### config.mk
export PLATFORM = sky130hd
export DESIGN_NAME = fp_status_accumulator
export DESIGN_NICKNAME = d
export VERILOG_FILES = /design/src/rtl/fp_status_accumulator.sv
export SDC_FILE = /design/constraint.sdc
export NUM_CORES = 1
export LEC_CHECK = 0
export ABC_AREA = 1
export CORE_UTILIZATION = 37
export CTS_CLUSTER_SIZE = 16
export DETAILED_ROUTE_END_ITERATION = 8
export GPL_TIMING_DRIVEN = 1
export SETUP_SLACK_MARGIN = 0.4
export SLEW_MARGIN = 25
export SYNTH_ARGS = -nofsm -noshare
export SYNTH_HDL_FRONTEND = slang
export SYNTH_SLANG_ARGS = --single-unit
### constraint.sdc
create_clock -name clk -period 2 [get_ports clk]
set_input_delay 0.5 -clock clk [delete_from_list [all_inputs] [get_ports clk]]
set_output_delay 0.5 -clock clk [all_outputs]
set_load 0.05 [all_outputs]
### src/rtl/fp_status_accumulator.sv
// Status-byte accumulator for the FP multiplier: sticky exception flags, saturating
// per-flag and total event counters, snapshot shadows with host read port, and a masked irq.
module fp_status_accumulator #(
  parameter int CNT_W = 16
) (
  input  logic             clk,
  input  logic             rst_n,
  input  logic             in_valid,
  input  logic [7:0]       status,
  input  logic             clr,
  input  logic             snap,
  input  logic [5:0]       irq_mask,
  input  logic             rd_en,
  input  logic [2:0]       rd_addr,
  output logic [CNT_W-1:0] rd_data,
  output logic             rd_valid,
  output logic [5:0]       sticky,
  output logic             viol,
  output logic             irq
);

  localparam int NUM_FLAGS = 6;
  localparam logic [CNT_W-1:0] CNT_MAX = '1;

  typedef enum logic [2:0] {
    ADDR_FLAGS = 3'd6,
    ADDR_TOTAL = 3'd7
  } rd_addr_e;

  logic [CNT_W-1:0] cnt        [NUM_FLAGS];
  logic [CNT_W-1:0] cnt_next   [NUM_FLAGS];
  logic [CNT_W-1:0] shadow     [NUM_FLAGS];
  logic [CNT_W-1:0] total;
  logic [CNT_W-1:0] total_next;
  logic [CNT_W-1:0] shadow_total;
  logic [5:0]       sticky_next;
  logic             viol_next;
  logic             illegal;
  logic [CNT_W-1:0] rd_mux;

  logic zero, inf, nan, tiny, huge;
  assign zero = status[0];
  assign inf  = status[1];
  assign nan  = status[2];
  assign tiny = status[3];
  assign huge = status[4];

  // A value cannot be both zero and non-finite/overflowed, nor tiny and non-finite/overflowed.
  assign illegal = (|status[7:6])
                 | (zero & (inf | nan | huge))
                 | (tiny & (inf | nan | huge));

  function automatic logic [CNT_W-1:0] sat_inc(input logic [CNT_W-1:0] v);
    return (v == CNT_MAX) ? v : v + 1'b1;
  endfunction

  // clr is applied to the base value first, so a same-cycle sample lands on a cleared state.
  always_comb begin
    // NOTE: every signal assigned here gets a default first, so no path leaves it unassigned and no latch is inferred.
    sticky_next = clr ? 6'b0 : sticky;
    viol_next   = clr ? 1'b0 : viol;
    total_next  = clr ? '0 : total;
    for (int i = 0; i < NUM_FLAGS; i++) begin
      cnt_next[i] = clr ? '0 : cnt[i];
    end
    if (in_valid) begin
      sticky_next = sticky_next | status[5:0];
      viol_next   = viol_next | illegal;
      total_next  = sat_inc(total_next);
      for (int i = 0; i < NUM_FLAGS; i++) begin
        if (status[i]) cnt_next[i] = sat_inc(cnt_next[i]);
      end
    end
  end

  always_comb begin
    rd_mux = '0;
    case (rd_addr)
      ADDR_FLAGS: rd_mux[6:0] = {viol, sticky};
      ADDR_TOTAL: rd_mux      = shadow_total;
      default:    rd_mux      = shadow[rd_addr];
    endcase
  end

  always_ff @(posedge clk or negedge rst_n) begin
    if (!rst_n) begin
      // NOTE: the counter and shadow arrays are small flop banks, not RAM, so they are reset like any other register.
      for (int i = 0; i < NUM_FLAGS; i++) begin
        cnt[i]    <= '0;
        shadow[i] <= '0;
      end
      total        <= '0;
      shadow_total <= '0;
      sticky       <= '0;
      viol         <= 1'b0;
      irq          <= 1'b0;
      rd_data      <= '0;
      rd_valid     <= 1'b0;
    end else begin
      // NOTE: non-blocking assignments make snap, read and irq all see the pre-edge values.
      for (int i = 0; i < NUM_FLAGS; i++) begin
        cnt[i] <= cnt_next[i];
      end
      total  <= total_next;
      sticky <= sticky_next;
      viol   <= viol_next;
      irq    <= |(sticky & irq_mask);
      if (snap) begin
        for (int i = 0; i < NUM_FLAGS; i++) begin
          shadow[i] <= cnt[i];
        end
        shadow_total <= total;
      end
      rd_valid <= rd_en;
      if (rd_en) rd_data <= rd_mux;
    end
  end

endmodule

* Word-level counts from Yosys, hierarchy flattened
Cells that the tools add are included.
Storage, ports and cells: register bits 249, bits of input ports 23, output and inout port bits 25, word-level logic and storage cells 79
Operators by class: $add $sub $neg 7, order comparisons 1, equality and inequality tests 9, multiplexer cells 31, bitwise logic cells 10, reduce and logical (&&, ||, !) cells 2
Operator list (count):
- $mux W16 | 23
- $add A16 B1 Y16 const B | 7
- $eq A16 B16 Y1 const B | 7
- $mux W96 | 1
- $bmux W16 S3 | 1
- $pmux W9 S2 | 1
- $pmux W7 S2 | 1
- $mux W6 | 2
- $and A6 B6 Y6 | 1
- $eq A3 B3 Y1 const B | 2
- $or A6 B6 Y6 | 1
- $reduce_or A6 Y1 | 1
- $or A1 B1 Y1 | 5
- $ge A4 B4 Y1 const B | 1
- $not A3 Y4 | 1
- $and A1 B1 Y1 | 2
- $mux W1 | 2
- $reduce_or A2 Y1 | 1

* Longest topological paths before layout
depth in word-level cells 7, gate-level depth with buffers 15, gate-level depth less buffers 12

* Worst setup path after synthesis
Ideal clock, no wire load.
path type input port to flip-flop, from input port clr, to register total[0], library setup time 0.117 ns, data arrival time 2.016 ns, required time 1.883 ns, setup slack -0.133 ns, stages on the path 11, buffers on the path 2, path through buf_6 -> clkbuf_1 -> nor2_1 -> ha_1 -> nand2_1 -> nor2_2 -> nand2_1 -> nor2_2 -> nand4_1 -> nand3b_1 -> nand2_1
Between the ends: longest elaborated chain between the ends 4, elaborated cells between the ends (all ways) 5, those cells by class add/sub (1); eq/ne (1); mux (3)
RTL lines:
- from (decl) | line 10 | input logic clr,
- $mux W16 * | line 62 | total_next = clr ? '0 : total;
- $add A16 B1 Y16 or $eq A16 B16 Y1 (tied branches) | line 54 | return (v == CNT_MAX) ? v : v + 1'b1;
- $mux W16 | line 54
- $mux W16 * | line 66 | if (in_valid) begin
- net total_next[0] | line 34 | logic [CNT_W-1:0] total_next;
- to (signal assigned) | line 104 | total <= total_next;
- to (decl) | line 33 | logic [CNT_W-1:0] total;
Mark *: on every way through the listed nets, which the timed path passes. The rest lies on a longest branch. A chain may end at the register's enable or synchronous reset.

* Worst setup path after layout
from register rd_data[14], to output port rd_data[14]
RTL lines:
- from (decl) | line 15 | output logic [CNT_W-1:0] rd_data,
- from (signal assigned) | line 115 | if (rd_en) rd_data <= rd_mux;
No word-level cell between the ends.

==> impl_metrics.csv <==
group,metric,value,unit
outcome,outcome,"finished clean",
setup_path,cp_cell_sequence,"buf_6",
clocking,clockRootBuffer,"clkbuf_16",
final_layout,drive_gt1_share,20.81,%
final_layout,finalNetCount,1902,
synthesis,yosysSeqAreaShare,46.63,%
setup_path,path_buf_inv,1,
final_layout,fin_util,47.20,%
synthesis,synthesis.nets,1739,
synthesis,synth_edf_count,0,
clocking,clkTransAtPathRegs,0.06,ns
synthesis,yosysWarnings,0,
placed_design,io_buffers,47,
floorplanning,ioPinCount,48,
final_layout,n_antenna_cell,0,
drt,drt_first_pass_iters,5,
sta,slew_viol_final,0,
drt,drt_iter0_drc,878,
synthesis,async_reset_ff_share,100.0,%
final_layout,regArea,6247,um^2
placed_design,finalWeightedCongestion,0.9298,
setup_path,worst_setup_path_start_kind,"flop",
sta,rsz0062_at_grt,"true",
sta,max_slew_margin,70.03,%
drt,via_per_inst,4.997,
synthesis,synth_most_common_cell,"nand2_1",
synthesis,netlist_instances,1715,
setup_path,worst-endpoint-required,1.50,ns
synthesis,synthFlopType,"dfrtp_1",
global_routing,grt_pass1_vias,11367,
synthesis,yosys-top-cells-count,"nand2_1 (441), inv_1 (260), dfrtp_1 (249)",
drt,wl,38.81,mm
setup_path,cp_max_fo,2,
clocking,cts_buffers,29,
floorplanning,die_area,36880,um^2
global_routing,grt_max_degree,61,
placed_design,hpwl,28.60,mm
floorplanning,initial_core_util,37.57,%
clocking,clk_latency,0.55,ns
global_routing,track_usage,21.38,%
setup_path,rr_startpoint,"total[0]$_DFF_PN0_",
global_routing,antenna_found_initial,0,
sta,report.final.setup_viol,0,
sta,skew,0.01223,ns
synthesis,syn_avg_cell_area,7.791,um^2
clocking,clock-sinks,249,
synthesis,synth.cell_area,13360,um^2
setup_path,cp-startpoint,"rd_data[14]$_DFFE_PN0P_",
synthesis,yosysTopAreaCell,"dfrtp_1",
setup_path,cp_data_arrival_time,1.20,ns
final_layout,syn_to_final_growth,25.66,%
drt,drc_errors,0,
worst_hold_path,min-delay-start,"snap",
placed_design,dpl_cell_area,15330,um^2
setup_path,crit_path_max_incr_delay,0.45,ns
power,powerDensity,732.1,nW/um^2
floorplanning,die_w,192.0,um
setup_path,endpoint_kind,"output pin",
worst_hold_path,hp-class,"in2reg",
drt,ant_nets,0,
clocking,cts.htree.levels,1,
setup_path,critPathKind,"reg2out",
setup_path,cp_slowest_cell,"dfrtp_1",
sta,finalSetupTns,0,ns
sta,fin_crit,1.699,ns
sta,finalHoldViolCount,0,
clocking,cts_tree,"yes",
sta,tightestPinTransition,0.4448,ns
synthesis,synth_top_cell_area_share,46.63,%
sta,fmax,588.5,MHz
synthesis,ys_ff_latch,249,
synthesis,synth.distinct_cells,44,
synthesis,synthTopCellsByArea,"dfrtp_1 (47%), nand2_1 (12%), inv_1 (7.3%), nor2_1 (4.8%), o21ai_0 (4.5%)",
clocking,clockBufferDepth,3,
final_layout,final_cell_area,16790,um^2
sta,period_share,84.96,%
drt,wl_per_cell,16.45,um
final_layout,fill_cells,3511,
worst_hold_path,holdPathStages,3,
floorplanning,rows,69,
global_routing,grt_pass1_wl,61.51,mm
floorplanning,die_y,192.0,um
setup_path,rr_worst_depth,11,
final_layout,multi_input_area,6127,um^2
global_routing,gr-total-overflow,0,
setup_path,critical-path-top-delay-family,"flip-flops",
drt,num_vias,11789,
power,peakVddDrop,0.6099,mV
floorplanning,coreArea,35570,um^2
setup_path,cp.depth,1,
power,p_leak,8.179,nW
flow_run,max-cap-violations,0,
==> stage by stage <==
| stage | std cells | power [mW] | setup slack [ns] | hold slack (ns) |
|---|---|---|---|---|
| 6_report | 2359 | 12.29 | 0.3008 | 0.3155 |
| 2_1_floorplan | 1715 | 5.950 | 0.06269 | 0.2044 |
| 5_1_grt | 2359 | 12.70 | 0.2997 | 0.3202 |
| 4_1_cts | 2347 | 12.36 | 0.2969 | 0.2988 |
| 3_5_place_dp | 2283 | 6.531 | -0.2886 | 0.4360 |
| 3_3_place_gp | 2283 | 6.519 | -0.2632 | 0.4363 |
==> sequential cells by signal (all words and copies together), names as in the netlist <==
signal / flops
cnt: 96
shadow: 96
rd_data: 16
shadow_total: 16
total: 16
sticky: 6
irq: 1
rd_valid: 1
viol: 1
==> where the power goes <==
group / switching, mW / internal, mW
clock network: 2.17 / 3.59
logic: 0.793 / 0.434
registers: 0.136 / 5.17
==> worst reg2reg max path, stage by stage (launching register included) <==
cell	delay (ns)
dfrtp_1	0.35
inv_2	0.05
nor2_4	0.10
ha_4	0.16
nand2_4	0.05
nor2_4	0.13
nand2_4	0.08
nor2_4	0.10
nand4_1	0.18
nand2_1	0.14
nand2_1	0.05
nand2_1	0.06
==> logic make-up after synthesis <==
group / synth area share, %
AO/OA/AOI/OAI: 8.915
XOR/XNOR: 2.294
adder cells (fa/ha/maj): 0.09363
buffers and inverters: 10.65
flip-flops: 46.63
multiplexers: 2.191
AND/OR/NAND/NOR: 29.23
==> area by class of cell <==
class	count	area share [%]
Clock buffer	37	4.799
Sequential cell	249	37.21
Multi-Input combinational cell	1140	36.49
Timing Repair Buffer	196	10.81
Inverter	262	5.932
Tap cell	461	3.435
Clock inverter	14	1.326
==> placed cells by master, fill, tap and decap left out, types with 26 or more instances in the layout <==
cell | Yosys | layout
a21oi_1 | 58 | 58
buf_4 | 3 | 132
buf_6 | 14 | 27
clkbuf_16 | 0 | 30
dfrtp_1 | 249 | 236
inv_1 | 260 | 255
mux2_2 | 26 | 26
nand2_1 | 441 | 435
nand3_1 | 106 | 82
nand3_2 | 20 | 40
nand4_1 | 42 | 42
nor2_1 | 170 | 148
nor2_2 | 18 | 27
o21ai_0 | 120 | 116
xor2_1 | 32 | 32
==> per-layer routing <==
layer | up-vias | part of all wire (%) | global-route usage, %
li1 | 5800 | - | -
met1 | 5669 | 48 | 31.02
met2 | 258 | 44 | 32.89
met3 | 62 | 4.9 | 3.143
met4 | 0 | 2.8 | 6.208
met5 | - | 0 | 0
==> repair_timing <==
| action | 4_1_cts | 5_1_grt |
|---|---|---|
| setup endpoints to repair | 49 | 89 |
| buffers inserted | 12 | 6 |
| pin swaps | 5 | 9 |
| resized for setup | 50 | 31 |
| cloned | 0 | 6 |
| endpoints found under the hold margin | 39 | 0 |
| hold buffers | 1 | 0 |
==> final timing paths <==
kind / endpoint / slack, ns
worst max-delay path: rd_data[14] / 0.30
worst min-delay path: shadow[60]$_DFFE_PN0P_ / 0.32
worst max register to register: total[1]$_DFF_PN0_ / 0.48
worst min register to register: shadow[67]$_DFFE_PN0P_ / 0.50
max in group asynchronous: viol$_DFF_PN0_ / 0.85
min in group asynchronous: shadow[14]$_DFFE_PN0P_ / 0.44
Note: power is estimated with default switching activity, not from simulation.
==> variant: new RTL, config.mk and constraints unchanged <==
The output `irq` loses its register stage (`irq` becomes a continuous assignment).
--- a/src/rtl/fp_status_accumulator.sv
+++ b/src/rtl/fp_status_accumulator.sv
@@ -95,3 +95,2 @@
       viol         <= 1'b0;
-      irq          <= 1'b0;
       rd_data      <= '0;
@@ -106,3 +105,2 @@
       viol   <= viol_next;
-      irq    <= |(sticky & irq_mask);
       if (snap) begin
@@ -118,2 +116,4 @@
 
+  assign irq = |(sticky & irq_mask);
+
 endmodule
Function: changed (Yosys sat finds a counterexample within 4 cycles, from zero or initial values and one cycle with rst_n low).
==> variant against the unedited design <==
  * The flow now finishes with violations (setup timing)
  * Register-to-register slack lost 150 ps
  * Synthesized area decreased by 0.19%
  * Routed wire length rose by 1.8%
  * Sequential cell count down 1
  * Design area grew 2.1%
  * Largest cell class unchanged
  * Power is 1.8% lower
  * First-iteration DRC count down 2.1%
  * Setup slack lost 420 ps
  * Clock power shrank 5.2%
==> variant: results (changes against the unedited design) <==
status complete, but fails checks (was complete, no violations); setup violators final 1 (was 0); WHS Path Cells 3 (unchanged); largest net degree at the start of global routing 51 (was 61); Worst Path Max Fanout 2 (unchanged); Hold Path Class input pin to flop (unchanged); post-cts resize count 67 (was 50); drt via density 5.00 (about the same); power share of the sequential group 43.8% (was 43.2%); CP max-delay cell dfrtp_2 (was dfrtp_1); delay-heaviest family, CP flip-flops (unchanged); H-tree levels 1 (unchanged); initial antenna violation count 1 (was 0); clk slew on worst S/H paths 60 ps (about the same); GP Congestion 0.888 (was 0.930); Cells after DPL 2298 (was 2283); vias in the first global route 11200 (was 11400); P_clk 5460 uW (was 5760 uW); Post-synth top cells nand2_1 (441), inv_1 (260), dfrtp_1 (248), nor2_1 (170), o21ai_0 (120) (was nand2_1 (441), inv_1 (260), dfrtp_1 (249), nor2_1 (170), o21ai_0 (120)); reg2reg path depth 11 (unchanged); Leakage 0.00838 uW (was 0.00818 uW); drt first pass iters 5 (unchanged); sequential fraction of the synthesis area 46.5% (was 46.6%); CTS root buf clkbuf_16 (unchanged); CP peak stage delay 450 ps (about the same); TritonCTS Buffers 28 (was 29); Main synth FF type dfrtp_1 (unchanged); Setup Fix Bufs, Post-CTS 11 (was 12); skew final 7.62 ps (was 12.2 ps); synth top area cells dfrtp_1 (47%), nand2_1 (12%), inv_1 (7.3%), nor2_1 (4.8%), o21ai_0 (4.5%) (unchanged); layout cells sized above 1 22.3% (was 20.8%); syn avg cell area 7.78 um2 (was 7.79 um2); worst-case clock buffer depth 3 (unchanged); Net Switching 3080 uW (was 3100 uW); Net Count, Synth 1738 (was 1739); Synthesis Warnings 0 (unchanged); failing checks setup timing; antenna diode instance count 0 (unchanged); Cell Area, Placed 15500 um2 (was 15300 um2); Detailed Place HPWL 28.6 mm (about the same); Post-synth ARST share 100% (unchanged); cts hold-fix bufs 1 (unchanged); worst rel slew slack 69.6% (was 70.0%); average routed wire per standard cell 16.5 um (about the same); VDD IR max 813 uV (was 610 uV); crit path DAT 1620 ps (was 1200 ps); NumNets Final 1930 (was 1902); DRT iter0 DRCs 860 (was 878); Final Worst Setup Slack -119 ps (was 301 ps); Regs by FF count cnt (96), shadow (96) (unchanged); gr usage total 21.4% (about the same); port bufs 47 (unchanged); WL final 39.5 mm (was 38.8 mm); first-pass GRT wire length 61.1 mm (was 61.5 mm); total power draw 12100 uW (was 12300 uW); CP startpoint kind flop (unchanged)
==> variant: worst paths after layout <==
path	start	end	slack, ps
min in group asynchronous	rst_n	cnt[14]$_DFF_PN0_	460
worst max register to register	total[0]$_DFF_PN0_	total[1]$_DFF_PN0_	330
worst min-delay path	snap	shadow[46]$_DFFE_PN0P_	300
worst max-delay path	sticky[1]$_DFF_PN0_	irq	-120
worst min register to register	shadow[21]$_DFFE_PN0P_	shadow[21]$_DFFE_PN0P_	500
max in group asynchronous	rst_n	cnt[17]$_DFF_PN0_	780
==> variant: cell families (layout without fill, tap and decap cells) <==
| family | count (synthesis) | after routing | synth area share (%) |
|---|---|---|---|
| and+or+nand+nor | 850 | 855 | 29.3 |
| buffers and inverters | 331 | 539 | 10.7 |
| DFF | 248 | 248 | 46.5 |
| AOI/OAI and AO/OA | 223 | 223 | 8.93 |
| xor gates and xnor gates | 35 | 35 | 2.30 |
| muxes | 26 | 26 | 2.20 |
| adders and majority gates | 1 | 1 | 0.0938 |
==> variant: through the flow <==
stage                     hold slack [ps]  TNS [ps]  worst slack [ps]
after global routing                  310      -170              -170
after global placement                451     -8190              -272
after detailed placement              449    -10110              -270
final                                 296      -119              -119
after CTS                             287      -138              -138
after floorplan                       204         0              62.7
==> variant: routing by layer <==
metal	track usage [%]	up-vias	part of all wire (%)
li1	-	5856	-
met1	31.8	5729	48
met2	32.5	304	45
met3	2.63	51	5.5
met4	5.53	0	2.3
met5	0	-	0
==> variant: cell type report <==
type                            count  area [um2]
Clock buffer                       41         821
Clock inverter                     10         153
Fill cell                        3472       18300
Inverter                          262         998
Multi-Input combinational cell   1140        6190
Sequential cell                   248        6220
Tap cell                          461         577
Timing Repair Buffer              224        2160
Timing Repair inverter              2        17.5
